$ cat src/rtl/ah4_tuner_responder_if.sv
// ============================================================================
// ah4_tuner_responder_if : ATU connector pins plus tuning-engine handshake
// Rev 1.0
// ============================================================================
`default_nettype none

interface ah4_tuner_responder_if;
  logic        atu_start;
  logic        atu_status;
  logic        tune_req;
  logic        tune_abort;
  logic        tune_done;
  logic        tune_fail;
  logic        tuned;
  logic        fault;
  logic [15:0] last_tune_ms;

  modport slave (
    input  atu_start, tune_done, tune_fail,
    output atu_status, tune_req, tune_abort, tuned, fault, last_tune_ms
  );

  modport master (
    output atu_start, tune_done, tune_fail,
    input  atu_status, tune_req, tune_abort, tuned, fault, last_tune_ms
  );
endinterface

`default_nettype wire

$ cat src/rtl/ah4_tuner_responder.sv
// ============================================================================
// ah4_tuner_responder : tuner-side AH-4 START/KEY responder with ms timers
// Rev 1.0
// ============================================================================
`default_nettype none

module ah4_tuner_responder #(
  parameter int CLK_HZ          = 48000000,
  parameter int MIN_START_MS    = 50,
  parameter int MAX_START_MS    = 2000,
  parameter int ACK_DELAY_MS    = 20,
  parameter int TUNE_TIMEOUT_MS = 8000
) (
  input  logic                        clk,
  input  logic                        rst_n,
  ah4_tuner_responder_if.slave        bus
);

  localparam logic [31:0] c_PRESC_MAX = 32'(CLK_HZ / 1000 - 1);
  localparam logic [15:0] c_MIN       = 16'(MIN_START_MS);
  localparam logic [15:0] c_MAX       = 16'(MAX_START_MS);
  localparam logic [15:0] c_ACK       = 16'(ACK_DELAY_MS);
  localparam logic [15:0] c_TIMEOUT   = 16'(TUNE_TIMEOUT_MS);

  typedef enum logic [2:0] {
    S_IDLE     = 3'd0,
    S_MEASURE  = 3'd1,
    S_ACK_WAIT = 3'd2,
    S_BUSY     = 3'd3,
    S_STUCK    = 3'd4
  } state_t;

  state_t      r_state;
  logic [31:0] r_presc;
  logic        r_s1, r_s2, r_s3;
  logic [15:0] r_width;
  logic [15:0] r_timer;
  logic [15:0] r_busy;
  logic        r_status, r_req, r_abort, r_tuned, r_fault;
  logic [15:0] r_last;

  logic        w_tick, w_rise, w_fall;
  logic [15:0] w_busy_inc;

  assign w_tick     = (r_presc == 32'd0);
  assign w_rise     = r_s2 & ~r_s3;
  assign w_fall     = ~r_s2 & r_s3;
  assign w_busy_inc = (&r_busy) ? r_busy : r_busy + 16'd1;

  always_ff @(posedge clk) begin
    if (!rst_n) begin
      r_presc <= '0;
    end else if (w_tick) begin
      r_presc <= c_PRESC_MAX;
    end else begin
      r_presc <= r_presc - 32'd1;
    end
  end

  // r_s2 is the synchronized START level; r_s3 only feeds the edge detect
  always_ff @(posedge clk) begin
    if (!rst_n) begin
      r_s1 <= 1'b0;
      r_s2 <= 1'b0;
      r_s3 <= 1'b0;
    end else begin
      r_s1 <= bus.atu_start;
      r_s2 <= r_s1;
      r_s3 <= r_s2;
    end
  end

  always_ff @(posedge clk) begin
    if (!rst_n) begin
      r_state  <= S_IDLE;
      r_width  <= '0;
      r_timer  <= '0;
      r_busy   <= '0;
      r_status <= 1'b0;
      r_req    <= 1'b0;
      r_abort  <= 1'b0;
      r_tuned  <= 1'b0;
      r_fault  <= 1'b0;
      r_last   <= '0;
    end else begin
      r_req   <= 1'b0;
      r_abort <= 1'b0;
      case (r_state)
        S_IDLE: begin
          if (w_rise) begin
            r_state <= S_MEASURE;
            r_width <= '0;
          end
        end
        S_MEASURE: begin
          if (w_fall) begin
            if (r_width >= c_MIN) begin
              r_state <= S_ACK_WAIT;
              r_timer <= c_ACK;
              r_tuned <= 1'b0;
              r_fault <= 1'b0;
            end else begin
              r_state <= S_IDLE;
            end
          end else if (w_tick && r_s2) begin
            r_width <= r_width + 16'd1;
            if (r_width + 16'd1 >= c_MAX) begin
              r_state <= S_STUCK;
              r_fault <= 1'b1;
              r_tuned <= 1'b0;
            end
          end
        end
        S_ACK_WAIT: begin
          if (w_rise) begin
            r_state <= S_MEASURE;
            r_width <= '0;
          end else if (w_tick) begin
            if (r_timer <= 16'd1) begin
              r_state  <= S_BUSY;
              r_status <= 1'b1;
              r_req    <= 1'b1;
              r_busy   <= '0;
            end else begin
              r_timer <= r_timer - 16'd1;
            end
          end
        end
        S_BUSY: begin
          // Done beats fail beats timeout beats a fresh START request
          if (bus.tune_done) begin
            r_state  <= S_IDLE;
            r_status <= 1'b0;
            r_tuned  <= 1'b1;
            r_last   <= r_busy;
          end else if (bus.tune_fail) begin
            r_state  <= S_IDLE;
            r_status <= 1'b0;
            r_fault  <= 1'b1;
            r_last   <= r_busy;
          end else if (w_tick && (w_busy_inc >= c_TIMEOUT)) begin
            r_state  <= S_IDLE;
            r_status <= 1'b0;
            r_abort  <= 1'b1;
            r_fault  <= 1'b1;
            r_busy   <= w_busy_inc;
            r_last   <= w_busy_inc;
          end else if (w_rise) begin
            r_state  <= S_MEASURE;
            r_status <= 1'b0;
            r_abort  <= 1'b1;
            r_width  <= '0;
          end else if (w_tick) begin
            r_busy <= w_busy_inc;
          end
        end
        S_STUCK: begin
          if (w_fall) begin
            r_state <= S_IDLE;
          end
        end
        default: begin
          r_state  <= S_IDLE;
          r_status <= 1'b0;
        end
      endcase
    end
  end

  assign bus.atu_status   = r_status;
  assign bus.tune_req     = r_req;
  assign bus.tune_abort   = r_abort;
  assign bus.tuned        = r_tuned;
  assign bus.fault        = r_fault;
  assign bus.last_tune_ms = r_last;

endmodule

`default_nettype wire

$ cat src/flat_wrapper.sv
// flat-port wrapper written by rule: the top's interface ports become plain ports
module ah4_tuner_responder_flat 
#(
  parameter int CLK_HZ          = 48000000,
  parameter int MIN_START_MS    = 50,
  parameter int MAX_START_MS    = 2000,
  parameter int ACK_DELAY_MS    = 20,
  parameter int TUNE_TIMEOUT_MS = 8000
)
  (clk, rst_n, bus_atu_start, bus_tune_done, bus_tune_fail, bus_atu_status, bus_tune_req, bus_tune_abort, bus_tuned, bus_fault, bus_last_tune_ms);
  ah4_tuner_responder_if bus_i ();
  input  logic clk;
  input  logic rst_n;
  input wire logic [$bits(bus_i.atu_start)-1:0] bus_atu_start;
  input wire logic [$bits(bus_i.tune_done)-1:0] bus_tune_done;
  input wire logic [$bits(bus_i.tune_fail)-1:0] bus_tune_fail;
  output wire logic [$bits(bus_i.atu_status)-1:0] bus_atu_status;
  output wire logic [$bits(bus_i.tune_req)-1:0] bus_tune_req;
  output wire logic [$bits(bus_i.tune_abort)-1:0] bus_tune_abort;
  output wire logic [$bits(bus_i.tuned)-1:0] bus_tuned;
  output wire logic [$bits(bus_i.fault)-1:0] bus_fault;
  output wire logic [$bits(bus_i.last_tune_ms)-1:0] bus_last_tune_ms;
  assign bus_i.atu_start = bus_atu_start;
  assign bus_i.tune_done = bus_tune_done;
  assign bus_i.tune_fail = bus_tune_fail;
  assign bus_atu_status = bus_i.atu_status;
  assign bus_tune_req = bus_i.tune_req;
  assign bus_tune_abort = bus_i.tune_abort;
  assign bus_tuned = bus_i.tuned;
  assign bus_fault = bus_i.fault;
  assign bus_last_tune_ms = bus_i.last_tune_ms;
  ah4_tuner_responder #(.CLK_HZ(CLK_HZ), .MIN_START_MS(MIN_START_MS), .MAX_START_MS(MAX_START_MS), .ACK_DELAY_MS(ACK_DELAY_MS), .TUNE_TIMEOUT_MS(TUNE_TIMEOUT_MS)) u_core (.clk(clk), .rst_n(rst_n), .bus(bus_i));
endmodule
$ cat config.mk
export PLATFORM = sky130hd
export DESIGN_NAME = ah4_tuner_responder_flat
export DESIGN_NICKNAME = d
export VERILOG_FILES = /design/src/rtl/ah4_tuner_responder_if.sv /design/src/rtl/ah4_tuner_responder.sv /design/src/flat_wrapper.sv
export SDC_FILE = /design/constraint.sdc
export NUM_CORES = 1
export LEC_CHECK = 0
export CORE_ASPECT_RATIO = 1.5
export CORE_UTILIZATION = 55
export DETAILED_ROUTE_END_ITERATION = 10
export PLACE_DENSITY = 0.73
export SYNTH_ARGS = -nofsm -noshare
export SYNTH_HDL_FRONTEND = slang
export SYNTH_SLANG_ARGS = --single-unit
$ cat constraint.sdc
create_clock -name clk -period 5.3 [get_ports clk]
set_input_delay 0.795 -clock clk [delete_from_list [all_inputs] [get_ports clk]]
set_output_delay 0.795 -clock clk [all_outputs]
set_load 0.05 [all_outputs]
Word level (Yosys, flattened, before mapping)
Index checks and enable logic that the tools add are counted.

word-level totals
  flip-flop bits (word level) = 107
  output and inout port bits = 21
  logic and storage cells = 145
  input bits = 5

operators by class
  equal/unequal tests = 26
  multiplexer cells = 64
  bitwise logic cells = 9
  reduce and logical (&&, ||, !) cells = 23
  $lt $le $gt $ge = 4
  add/sub/neg operators = 4

operators by type and width
  operator               count
  $mux 16                24
  $pmux 16 s2            2
  $pmux 16 s3            1
  $mux 3                 11
  $add 16x1->16 const B  2
  $logic_not 32->1       1
  $sub 32x1->32 const B  1
  $mux 1                 21
  $reduce_and 6->1       3
  $ge 16x11->1 const B   1
  $ge 16x13->1 const B   1
  $ge 16x6->1 const B    1
  $le 16x1->1 const B    1
  $reduce_and 16->1      1
  $sub 16x1->16 const B  1
  $ne 3x1->1 const B     5
  $pmux 3 s5             1
  $reduce_and 5->1       3
  $ne 2x2->1 const B     7
  $ne 2x1->1 const B     6
  $reduce_and 8->1       1
  $reduce_or 4->1        2
  $not 1->1              7
  $eq 3x2->1 const B     2
  16 further kinds       24

Depth between registers and ports, before layout
  depth after elaboration = 8
  mapped depth = 13
  mapped depth without buffers = 10

Worst setup path before layout
Ideal clock, no wire load.

  kind = reg-to-reg
  from = register u_core.r_timer[5]
  to = register u_core.r_busy[15]
  period minus slack after synthesis = 3117 ps
  library setup time = 70 ps
  path slack = 2183 ps
  required time = 5230 ps
  cell stages (with the launch flop) = 10
  arrival = 3046 ps
  path buffers = 1
  path through = dfxtp_1 -> or4_4 -> or4_4 -> or4_4 -> a21oi_2 -> a211oi_1 -> or2_1 -> buf_2 -> or4_1 -> a21oi_1

between the ends
  word-level cells in the longest chain between the ends = 3

ends and longest elaborated chain
  item                        line                        text
  from (decl)                 ah4_tuner_responder.sv:37   logic [15:0] r_timer;
  from (signal assigned)      ah4_tuner_responder.sv:99   r_timer <= c_ACK;
  from (signal assigned)      ah4_tuner_responder.sv:125  r_timer <= r_timer - 16'd1;
  $le 16x1->1                 ah4_tuner_responder.sv:119  if (r_timer <= 16'd1) begin
  $ne 2x1->1 (no line)        n/a
  $reduce_and 8->1 (no line)  n/a
  to (signal assigned)        ah4_tuner_responder.sv:146  r_busy <= w_busy_inc;
  to (signal assigned)        ah4_tuner_responder.sv:154  r_busy <= w_busy_inc;
  to (decl)                   ah4_tuner_responder.sv:38   logic [15:0] r_busy;

Every way passes these cells.
A chain may end at the register's enable or synchronous reset.

Worst setup path in the final report
  from = register u_core.r_presc[0]
  to = register u_core.r_busy[15]

between the ends
  word-level cells in the longest chain between the ends = 6
  elaborated cells between the ends (all ways) = 10
  those cells by class = eq/ne: 3; mux: 4; reduce/logical: 3

ends and longest elaborated chain
  item                    line                        text
  from (decl)             ah4_tuner_responder.sv:34   logic [31:0] r_presc;
  from (signal assigned)  ah4_tuner_responder.sv:54   r_presc <= c_PRESC_MAX;
  from (signal assigned)  ah4_tuner_responder.sv:56   r_presc <= r_presc - 32'd1;
  $logic_not 32->1 *      ah4_tuner_responder.sv:45   assign w_tick = (r_presc == 32'd0);
  $logic_and 1x1->1       ah4_tuner_responder.sv:141  end else if (w_tick && (w_busy_inc >= c_TIMEOUT)) begin
  $mux 16                 ah4_tuner_responder.sv:141
  $mux 16                 ah4_tuner_responder.sv:136  end else if (bus.tune_fail) begin
  $mux 16                 ah4_tuner_responder.sv:131  if (bus.tune_done) begin
  $pmux 16 s2             ah4_tuner_responder.sv:88   case (r_state)

Every way passes the cells marked *; elsewhere a longest branch is shown, timed or not. The select of a mux whose other input is x is not followed.

==> summary.md <==
| Metric | Value |
|---|---|
| Number of routed nets with antenna violations | `0` |
| GR Layer Usage met2 | `a little under half` |
| First DRT Iteration DRCs | `331` |
| CTS tree | `built` |
| Routing usage on met3 | `between 4 and 5%` |
| ANT cells | `0` |
| GP Congestion | `0.902` |
| Top-area cell type share of the netlist area | `between 30% and 40%` |
| Global-route usage over all layers | `26.4%` |
| Crit end category | `flop` |
| Hold Fails Final Rpt | `0` |
| Syn_area_per_cell | `7.80 um2` |
| Crit Path Max Fanout | `19` |
| Area contributors post-synth | `dfxtp_1, nor2_1, a21oi_1` |
| Die ar. | `10600 um2` |
| CP peak stage delay | `0.61 ns` |
| Antenna violations before repair | `0` |
| Slew HR | `roughly two fifths` |
| Total clock buffers created by CTS | `9` |
| WL/cell | `16.3 um` |
| DRC | `0` |
| Worst R2R Setup Slack | `1.41 ns` |
| CP Class | `flop to flop` |
| Fin Hold WS | `0.449 ns` |
| CTS max path bufs | `2` |
| I/O Pins | `26` |
| HP Class | `flop to flop` |
| Ratio of cells with drive above 1 in the final layout | `approximately 4.7%` |
| Worst Skew | `~0.0084 ns` |
| Synthesis-to-layout area growth | `9.29%` |
| Routed WL | `13600 um` |
| CP cell instances | `inv_1 -> ha_1 -> or4b_1 -> nor4_2 -> nand3_1 -> a211oi_1 -> o21ai_1 -> or2_1 -> or4_1 -> a21oi_1` |
| CTS resizes | `0` |
| Root Buffer | `clkbuf_16` |
| Dominant cell by count in the synthesized netlist | `dfxtp_1` |
| Core Area | `9800 um2` |
| Slew at the pin closest to its max-slew limit | `about 0.90 ns` |
| RSZ-0062 raised after global routing | `false` |
| Vias in the first global route | `4849` |
| Top post-synthesis cells by count | `dfxtp_1, nor2_1, nand2_1, a21oi_1, clkbuf_1` |
| Via count | `roughly 5200` |
| Critical path startpoint category | `flop` |
| PortBufs | `25` |
| Synth unique cells | `59` |
| Post-Syn Area | `roughly 5600 um2` |
| Die Ht | `126 um` |
| Top_reg_cell synth | `dfxtp_1` |
| Pwr Total | `2.32 mW` |
| P per Cell Area | `378 nW/um2` |
| Max frequency | `257 MHz` |
| Worst-case reg-to-reg path depth | `10` |
| Post-Syn Nets | `729` |
| Arrival @ worst endpoint | `about 4.2 ns` |
| Min-delay src | `u_core.r_s1` |
| VDD IR max | `0.177 mV` |
| Post-synth EDFFs | `0` |
| Reg clk slew, reported paths | `approximately 0.070 ns` |
| DIE WIDTH | `84.4 um` |
| H-Tree Depth | `3` |
| Slowest-stage cell, CP | `nor4_2` |
| WHS Path Cells | `1` |
| P_leak | `2.01 nW` |
| Global route overflow | `0` |
| Tcrit/Tclk final | `around 73%` |
| Nets | `just over 700` |
| Post-CTS setup buffer count | `0` |
| RR Startpoint | `u_core.r_presc[0]` |
| Pin count of the biggest net entering global routing | `44` |
| Endpoints failing setup | `0` |
| First-pass GRT wire length | `22900 um` |
| Syn. warnings | `0` |
| Later-pin clock latency in the skew report | `~0.35 ns` |
| First-pass DRT Iterations | `5` |
| Sequential element share of the synthesized area | `38.2%` |
| Clk sinks | `107` |
| Total of max-cap violations | `0` |
| Num rows | `44` |
| Hold buffer count at cts | `0` |
| Required @ worst endpoint | `5.56 ns` |
| Async S/R FF share, synth | `0%` |
| Yosys top cell by area | `dfxtp_1` |
| Met1 Usage GRT | `a little under a third` |
| Hold endpoint | `u_core.r_s2` |
| Grt peak-use layer | `met2` |
| Final Max Tran Viols | `0` |
| DR vias/cell | `about 6.3` |
| Starting density of the core | `57.2%` |
| Setup Total Neg Slack | `0 ns` |
| Flops & latches, synth | `107` |
| FILL cells | `about 900` |
| Tmin final | `3.89 ns` |
| Post-DP HPWL | `9440 um` |
| Syn Inst Count | `between 700 and 800` |
| Status | `complete, no violations` |
| Worst r2r dst | `u_core.r_busy[15]` |
-- sequential cells by signal, summed over array words and instances (netlist names), 3 cells and up --
signal,cells
u_core.r_width,16
u_core.r_state,3
u_core.r_presc,32
u_core.r_timer,16
u_core.r_busy,16
u_core.bus.last_tune_ms,16
-- logic make-up (layout without fill, tap and decap cells) --
logic type | after synthesis | in the layout | synth area share, %
compound gates | 161 | 161 | 17.8
xor+xnor | 45 | 45 | 7.04
fa+ha+maj | 6 | 6 | 1.34
buf+inv | 58 | 56 | 3.95
flops | 107 | 107 | 38.2
mux | 3 | 3 | 0.536
simple gates | 338 | 338 | 31.1
-- worst max-delay path by stage --
stage	start	end
2_1_floorplan	u_core.r_timer[5]	u_core.r_busy[15]
3_3_place_gp	u_core.r_presc[0]	u_core.r_busy[15]
3_5_place_dp	u_core.r_presc[0]	u_core.r_busy[15]
4_1_cts	u_core.r_presc[0]	u_core.r_busy[15]
5_1_grt	u_core.r_presc[0]	u_core.r_busy[15]
6_report	u_core.r_presc[0]	u_core.r_busy[15]
-- cell usage in the layout, fill, tap and decap left out, types with 3 or more instances in the layout --
cell / Yosys / layout
dfxtp_1: 107 / 107
nor2_1: 90 / 90
nand2_1: 64 / 64
a21oi_1: 53 / 52
nor3_1: 36 / 36
xnor2_1: 30 / 30
nand3_1: 29 / 29
o21ai_0: 28 / 28
clkdlybuf4s50_1: 0 / 25
or3_1: 19 / 19
a211oi_1: 17 / 17
nor4_1: 16 / 16
xor2_1: 15 / 15
nand4_1: 15 / 15
a31oi_1: 12 / 12
o22ai_1: 11 / 11
inv_1: 9 / 9
or4_1: 9 / 9
nand2b_1: 9 / 9
clkbuf_16: 0 / 9
and2_1: 8 / 8
o211ai_1: 7 / 7
o311ai_0: 7 / 7
or2_2: 6 / 6
and3_1: 6 / 6
and4_1: 6 / 6
ha_1: 6 / 6
o31ai_1: 5 / 5
or4_4: 4 / 4
buf_4: 0 / 4
mux2i_1: 3 / 3
o41ai_1: 3 / 3
o21ai_1: 3 / 3
nor3b_1: 3 / 3
-- metal layers --
metal	part of all wire, %	wire (um)	up-vias
met5	0	0	-
met2	51	6960	147
met1	42	5760	2473
li1	-	-	2600
met3	4.6	623	23
met4	1.8	241	0
-- through the flow --
stage	setup slack [ns]	cells	util, %	instance area [um2]
5_1_grt	1.07	831	62.5	6120
3_3_place_gp	1.61	815	59.7	5850
4_1_cts	1.42	831	62.5	6120
2_1_floorplan	2.18	718	-	5600
6_report	1.41	831	62.5	6120
3_5_place_dp	1.43	815	59.7	5850
-- critical path, delay by kind of cell (launching register included) --
family,cells,cell delay [ns]
compound gates,3,0.60
fa+ha+maj,1,0.18
buf+inv,1,0.05
simple gates,5,2.64
flops,1,0.32
-- cell type report --
cell class,instances,area [um2],area share [%]
clock buffer,12,246,4.03
sequential,107,2140,35.0
inverter,11,41.3,0.675
multi-input combinational,553,3240,52.9
clock inverter,4,26.3,0.429
timing repair buffer,29,280,4.58
tap,115,144,2.35
-- power by group --
| group | internal, mW | total [mW] | switching, mW |
|---|---|---|---|
| Sequential | 0.917 | 1.02 | 0.105 |
| Combinational | 0.287 | 0.668 | 0.382 |
| Clock | 0.331 | 0.626 | 0.295 |
| Total | 1.54 | 2.32 | 0.781 |
No activity file was read; power rests on OpenSTA's default activity.
